File: src/rtl/serial_subtractor.sv
// Bit-serial unsigned subtractor: processes one bit per clock, LSB first,
// and publishes Diff/Borrow together with a single-cycle Done pulse.
module serial_subtractor #(
  parameter int WIDTH = 4
) (
  input  logic             Clk,
  input  logic             Rst_n,
  input  logic [WIDTH-1:0] A,
  input  logic [WIDTH-1:0] B,
  input  logic             Start,
  output logic [WIDTH-1:0] Diff,
  output logic             Borrow,
  output logic             Busy,
  output logic             Done
);

  localparam int CW = $clog2(WIDTH) + 1;

  typedef enum logic [1:0] {IDLE, RUN, DONE} state_t;

  state_t           state_q, state_d;
  logic [WIDTH-1:0] a_q, a_d;
  logic [WIDTH-1:0] b_q, b_d;
  logic [WIDTH-1:0] res_q, res_d;
  logic [WIDTH-1:0] diff_q, diff_d;
  logic             borrow_q, borrow_d;
  logic             br_q, br_d;
  logic [CW-1:0]    cnt_q, cnt_d;

  logic a0, b0, bit_d, br_next;

  assign a0      = a_q[0];
  assign b0      = b_q[0];
  assign bit_d   = a0 ^ b0 ^ br_q;
  assign br_next = (~a0 & b0) | (~(a0 ^ b0) & br_q);

  always_comb begin
    state_d  = state_q;
    a_d      = a_q;
    b_d      = b_q;
    res_d    = res_q;
    diff_d   = diff_q;
    borrow_d = borrow_q;
    br_d     = br_q;
    cnt_d    = cnt_q;
    unique case (state_q)
      IDLE: begin
        if (Start) begin
          a_d     = A;
          b_d     = B;
          res_d   = '0;
          br_d    = 1'b0;
          cnt_d   = '0;
          state_d = RUN;
        end
      end
      RUN: begin
        // Result bits enter at the MSB so the first (LSB) bit lands at bit 0.
        res_d = {bit_d, res_q[WIDTH-1:1]};
        a_d   = a_q >> 1;
        b_d   = b_q >> 1;
        br_d  = br_next;
        cnt_d = cnt_q + CW'(1);
        if (cnt_q == CW'(WIDTH - 1)) begin
          diff_d   = {bit_d, res_q[WIDTH-1:1]};
          borrow_d = br_next;
          state_d  = DONE;
        end
      end
      DONE: begin
        state_d = IDLE;
      end
      default: begin
        state_d = IDLE;
      end
    endcase
  end

  always_ff @(posedge Clk or negedge Rst_n) begin
    if (!Rst_n) begin
      state_q  <= IDLE;
      a_q      <= '0;
      b_q      <= '0;
      res_q    <= '0;
      diff_q   <= '0;
      borrow_q <= 1'b0;
      br_q     <= 1'b0;
      cnt_q    <= '0;
    end else begin
      state_q  <= state_d;
      a_q      <= a_d;
      b_q      <= b_d;
      res_q    <= res_d;
      diff_q   <= diff_d;
      borrow_q <= borrow_d;
      br_q     <= br_d;
      cnt_q    <= cnt_d;
    end
  end

  assign Diff   = diff_q;
  assign Borrow = borrow_q;
  assign Busy   = (state_q == RUN);
  assign Done   = (state_q == DONE);

endmodule

File: config.mk
export PLATFORM = sky130hd
export DESIGN_NAME = serial_subtractor
export DESIGN_NICKNAME = d
export VERILOG_FILES = /design/src/rtl/serial_subtractor.sv
export SDC_FILE = /design/constraint.sdc
export NUM_CORES = 1
export LEC_CHECK = 0
export ABC_AREA = 1
export CAP_MARGIN = 20
export CORE_MARGIN = 10
export CORE_UTILIZATION = 51
export DETAILED_ROUTE_END_ITERATION = 10
export PLACE_DENSITY_LB_ADDON = 0.25
export SLEW_MARGIN = 20
export SYNTH_ARGS = -nofsm -noshare
export SYNTH_HDL_FRONTEND = slang
export SYNTH_SLANG_ARGS = --single-unit
File: constraint.sdc
create_clock -name Clk -period 1.4 [get_ports Clk]
set_input_delay 0.14 -clock Clk [delete_from_list [all_inputs] [get_ports Clk]]
set_output_delay 0.14 -clock Clk [all_outputs]
set_load 0.02 [all_outputs]
== Yosys cells after proc, flatten, opt, wreduce, memory -nomap -nowiden ==
Index checks and enable logic that the tools add are counted.
Storage, ports and cells
  flip-flop bits (word level): 23
  bits in writable memories: 0
  memories: 0
  latch bits: 0
  input bits: 11
  bits in read-only memories: 0
  word-level logic and storage cells: 39
  output and inout bits: 7
Cells by class
  $add $sub $neg: 1
  divide/modulo/power cells: 0
  reductions and logical operators: 5
  equality and inequality tests: 5
  shifts and indexed selects: 0
  multiplexer cells: 13
  bitwise logic cells: 7
  magnitude comparators: 0
  $mul: 0
Operator list (number)
  $pmux 4 s2: 3
  $mux 4: 3
  $pmux 3 s2: 1
  $reduce_and 2->1: 3
  $mux 2: 2
  $pmux 2 s2: 1
  $add 3x1->3 const B: 1
  $eq 3x2->1 const B: 1
  $mux 3: 1
  $and 1x1->1: 2
  $eq 2x1->1 const B: 1
  $eq 2x2->1 const B: 1
  $logic_not 2->1: 1
  $ne 2x1->1 const B: 1
  $ne 2x2->1 const B: 1
  $not 1->1: 2
  $pmux 1 s2: 1
  $reduce_bool 2->1: 1
  $xor 1x1->1: 2
  $mux 1: 1
  $or 1x1->1: 1

== Longest topological paths before layout ==
  word-level depth: 5
  mapped depth: 6
  gate-level depth less buffers: 6

== Worst setup path before layout ==
Ideal clock, no wire load.
  kind: reg-to-reg
  start: register cnt_q[0]
  end: register diff_q[3], in the netlist Diff[3]
  required time: 1283 ps
  period minus slack after synthesis: 1165 ps
  buffers on the path: 0
  path slack: 235 ps
  data arrival time: 1049 ps
  setup time: 117 ps
  cell stages (with the launch flop): 7
  cell sequence: dfrtp_1 -> ha_1 -> ha_1 -> nand2_2 -> inv_2 -> nand2_1 -> nand2_1
Between the ends
  longest elaborated chain between the ends: 2
RTL lines
  start, declared: RTL line 28  | logic [CW-1:0] cnt_q, cnt_d;
  start signal, assigned: RTL line 97  | cnt_q <= cnt_d;
  $eq 3x2->1: RTL line 64  | if (cnt_q == CW'(WIDTH - 1)) begin
  $reduce_and 2->1 (no source line)
  end signal, assigned: RTL line 94  | diff_q <= diff_d;
  end, declared: RTL line 25  | logic [WIDTH-1:0] diff_q, diff_d;
Every way passes these cells.
A chain may end at the register's enable or synchronous reset.

== Final worst setup path ==
Ends and elaborated chain as after synthesis.

==> results.toml <==
[synthesis]
syn_nets = 128
syn-mean-instance-area_um2 = 9.20
synth_seq_area_share_pct = 52.5
post_synth_mux_area_share_pct = 0
synth_enable_flop_cells = 0
synth_largest_type_area_fraction_pct = 52.5
synth-async-reset-ratio_pct = 100
post_synth_fa_ha_maj_area_fraction_pct = 4.30
number_of_synthesized_register_bits = 22
ys_warn_count = 0
share_of_the_synthesized_area_in_compound_gates_ao_oa_aoi_oai_pct = 9.67
synth_top_flop_cell = "dfrtp_1"
synth_simple_gate_area_share_pct = 24.3
synthXorXnorAreaFrac_pct = 0
synthCells = 114
netlist-cell-type-count = 20
post_syn_area_um2 = 1050
synth_top_family_by_area = "simple AND/OR/NAND/NOR gates"
synth_top_cell_by_area = "dfrtp_1"
post_synth_main_area_contributors = "dfrtp_1, nand2_1, inv_1"

[final_layout]
finalNetCount = 152
most_common_cell_after_layout_fill_and_taps_aside = "nand2_1"
antenna-diode-count = 0
final_layout_size_suffix_gt1_share_pct = 18.2
finish.cell_count_without_fillers = 164
area_delta_synth_final_pct = 23.7
highest_count_cells_in_the_layout_ignoring_fill_and_taps = "nand2_1, dfrtp_1, inv_1"

[worst_setup_path]
critPathTopFamily = "flip-flops"
worst_ep_required_time_ns = 1.61
reg2reg_from = "cnt_q[0]$_DFFE_PN0P_"
cp_max_fo = 10
worst_setup_path_start_kind = "flop"
critical_path.max_stage_delay_ns = 0.43
critical-path-slowest-cell = "dfrtp_1"
path_depth = 6
crit_path_cell_trace = "ha_1 > ha_1 > nand2_2 > inv_2 > nand2_1 > nand2_1"
critPathLaunch = "cnt_q[0]$_DFFE_PN0P_"
cp-end-kind = "flop"
worstReg2RegEnd = "Diff[3]$_DFFE_PN0P_"
timing.setup.critical_path_class = "flop to flop"
crit_buf_inv = 1
critical_path.endpoint = "Diff[3]$_DFFE_PN0P_"
ff2ff_path_depth = 6
cp.arrival_ns = 1.51
reg2reg_slack_ns = 0.1

[floorplanning]
num_rows = 16
chipWidth_um = 65.3
start_util_pct = 53.4
core_area_um2 = 1960
io_pins = 18
die_h_um = 65.3
design.die.area_um2 = 4270

[global_route]
globalRouteOverflowTotal = 0
number_of_global_route_vias_before_repair = 787
grt_antenna_before_repair = 0
gr-usage-all-layers_pct = 10.5
grt_start_max_net_pins = 23
wire_length_of_the_first_global_routing_pass_um = 3570

[placed_design]
dpl.hpwl_um = 1550
globalplace.congestion = 0.805
io_buffer_count = 17
post-place-cells = 160

[power_and_ir_drop]
power.density_nw_per_um2 = 2280
vdd_ir_drop_max_v = 0.00135
leakagePower_nw = 0.666

[sta]
maximum_clock_skew_at_final_layout_ns = 0.00415
slew_viol_final = 0
tightest_slew_ns = 0.279
finalHoldViolations = 0
final.setup.tns_ns = 0
unrepaired_setup_endpoints_after_global_routing = "false"
highest_clock_rate_mhz = 767
final-setup-viol-count = 0
final.period_utilization_pct = 93.1
timing.max_slew.rel_slack_pct = 81.3
min_period_ns = 1.30

[clock_network]
postCtsHoldBufs = 0
tritoncts.num_buffers = 3
postCtsSetupBuffers = 0
clk_pin_slew_ns = 0.13
clock_tree_from_tritoncts = "done"
root_buffer = "clkbuf_4"
clock_sinks = 22
cts_max_level = 1
clockBufferDepth = 2
clk_latency_ns = 0.31

[status]
run_status = "finished, final reports clean"

[route]
detail_route.drc_violations = 0
first_drt_pass_iteration_count = 4
post_drt_via_cell_ratio = 4.74
detailroute.via_count = 778
drtIter0Drc = 32
wire_per_inst_um = 12.6
wl_um = 2060
detail-route-antenna-nets = 0

[worst_hold_path]
hold_class = "primary input to async pin"

[flow_run]
cap_viol_max_count = 0
==> power breakdown <==
| part | internal [mW] | total (mW) | switching [mW] | leakage (nW) |
|---|---|---|---|---|
| clock | 0.289 | 0.485 | 0.196 | 0.0279 |
| combinational | 0.546 | 1.39 | 0.843 | 0.361 |
| sequential | 0.921 | 1.09 | 0.166 | 0.277 |
==> synth_stat cells, types with 2 or more instances <==
master / number
ha_1: 2
nand3_1: 11
buf_6: 2
nor2_1: 3
inv_1: 16
nand2_2: 2
dfrtp_1: 22
o21ai_2: 4
o21ai_1: 7
nand2_1: 34
inv_2: 2
==> layout make-up <==
class | count | area (µm²)
Clock buffer | 3 | 22.5
Clock inverter | 1 | 30.0
Fill cell | 179 | 664
Inverter | 19 | 73.8
Multi-Input combinational cell | 71 | 402
Sequential cell | 22 | 552
Tap cell | 27 | 33.8
Timing Repair Buffer | 21 | 184
==> logic make-up (layout without fill, tap and decap cells) <==
logic type      after synthesis  in the layout
fa+ha+maj                     3              3
buf+inv                      21             44
flops                        22             22
simple gates                 54             54
compound gates               14             14
==> worst min-delay path by stage <==
stage | startpoint | to | slack [ns] | cells after the start
CTS | Rst_n | a_q[1]$_DFFE_PN0P_ | 0.16 | 2
detailed placement | b_q[2]$_DFFE_PN0P_ | b_q[2]$_DFFE_PN0P_ | 0.47 | 2
finish | Rst_n | a_q[3]$_DFFE_PN0P_ | 0.16 | 2
global placement | cnt_q[1]$_DFFE_PN0P_ | cnt_q[1]$_DFFE_PN0P_ | 0.46 | 2
global route | Rst_n | a_q[1]$_DFFE_PN0P_ | 0.16 | 2
floorplan | Rst_n | Borrow$_DFFE_PN0P_ | -0.16 | 0
==> what timing repair did <==
item,in CTS,in global routing
endpoints found under the setup margin,7,3
gates resized for setup,7,5
pin swaps,0,0
endpoints found under the hold margin,0,0
==> through the flow <==
step	setup WS, ns	hold slack [ns]	area, µm²	util, %	power [mW]
6_report	0.0968	0.165	1300	66.1	2.96
2_1_floorplan	0.235	-0.156	1050	-	2.12
4_1_cts	0.00853	0.161	1300	66.5	3.00
5_1_grt	0.0157	0.156	1300	66.1	3.22
3_3_place_gp	0.0940	0.461	1260	64.2	2.51
3_5_place_dp	0.0605	0.465	1260	64.2	2.57
==> routing by layer <==
metal	global-route usage (%)	part of all wire, %	wire (µm)	vias to the layer above
met5	0	0	0	-
met4	4.81	0.92	19	0
met3	3.90	5.1	106	2
met2	16.8	51	1050	12
met1	12.2	43	891	364
li1	-	-	-	400
==> sequential cells by signal, summed over array words and instances (netlist names) <==
name,count
b_q,4
res_q,3
Diff,4
state_q,2
Borrow,1
cnt_q,3
br_q,1
a_q,4
(Power assumes the default switching activity.)
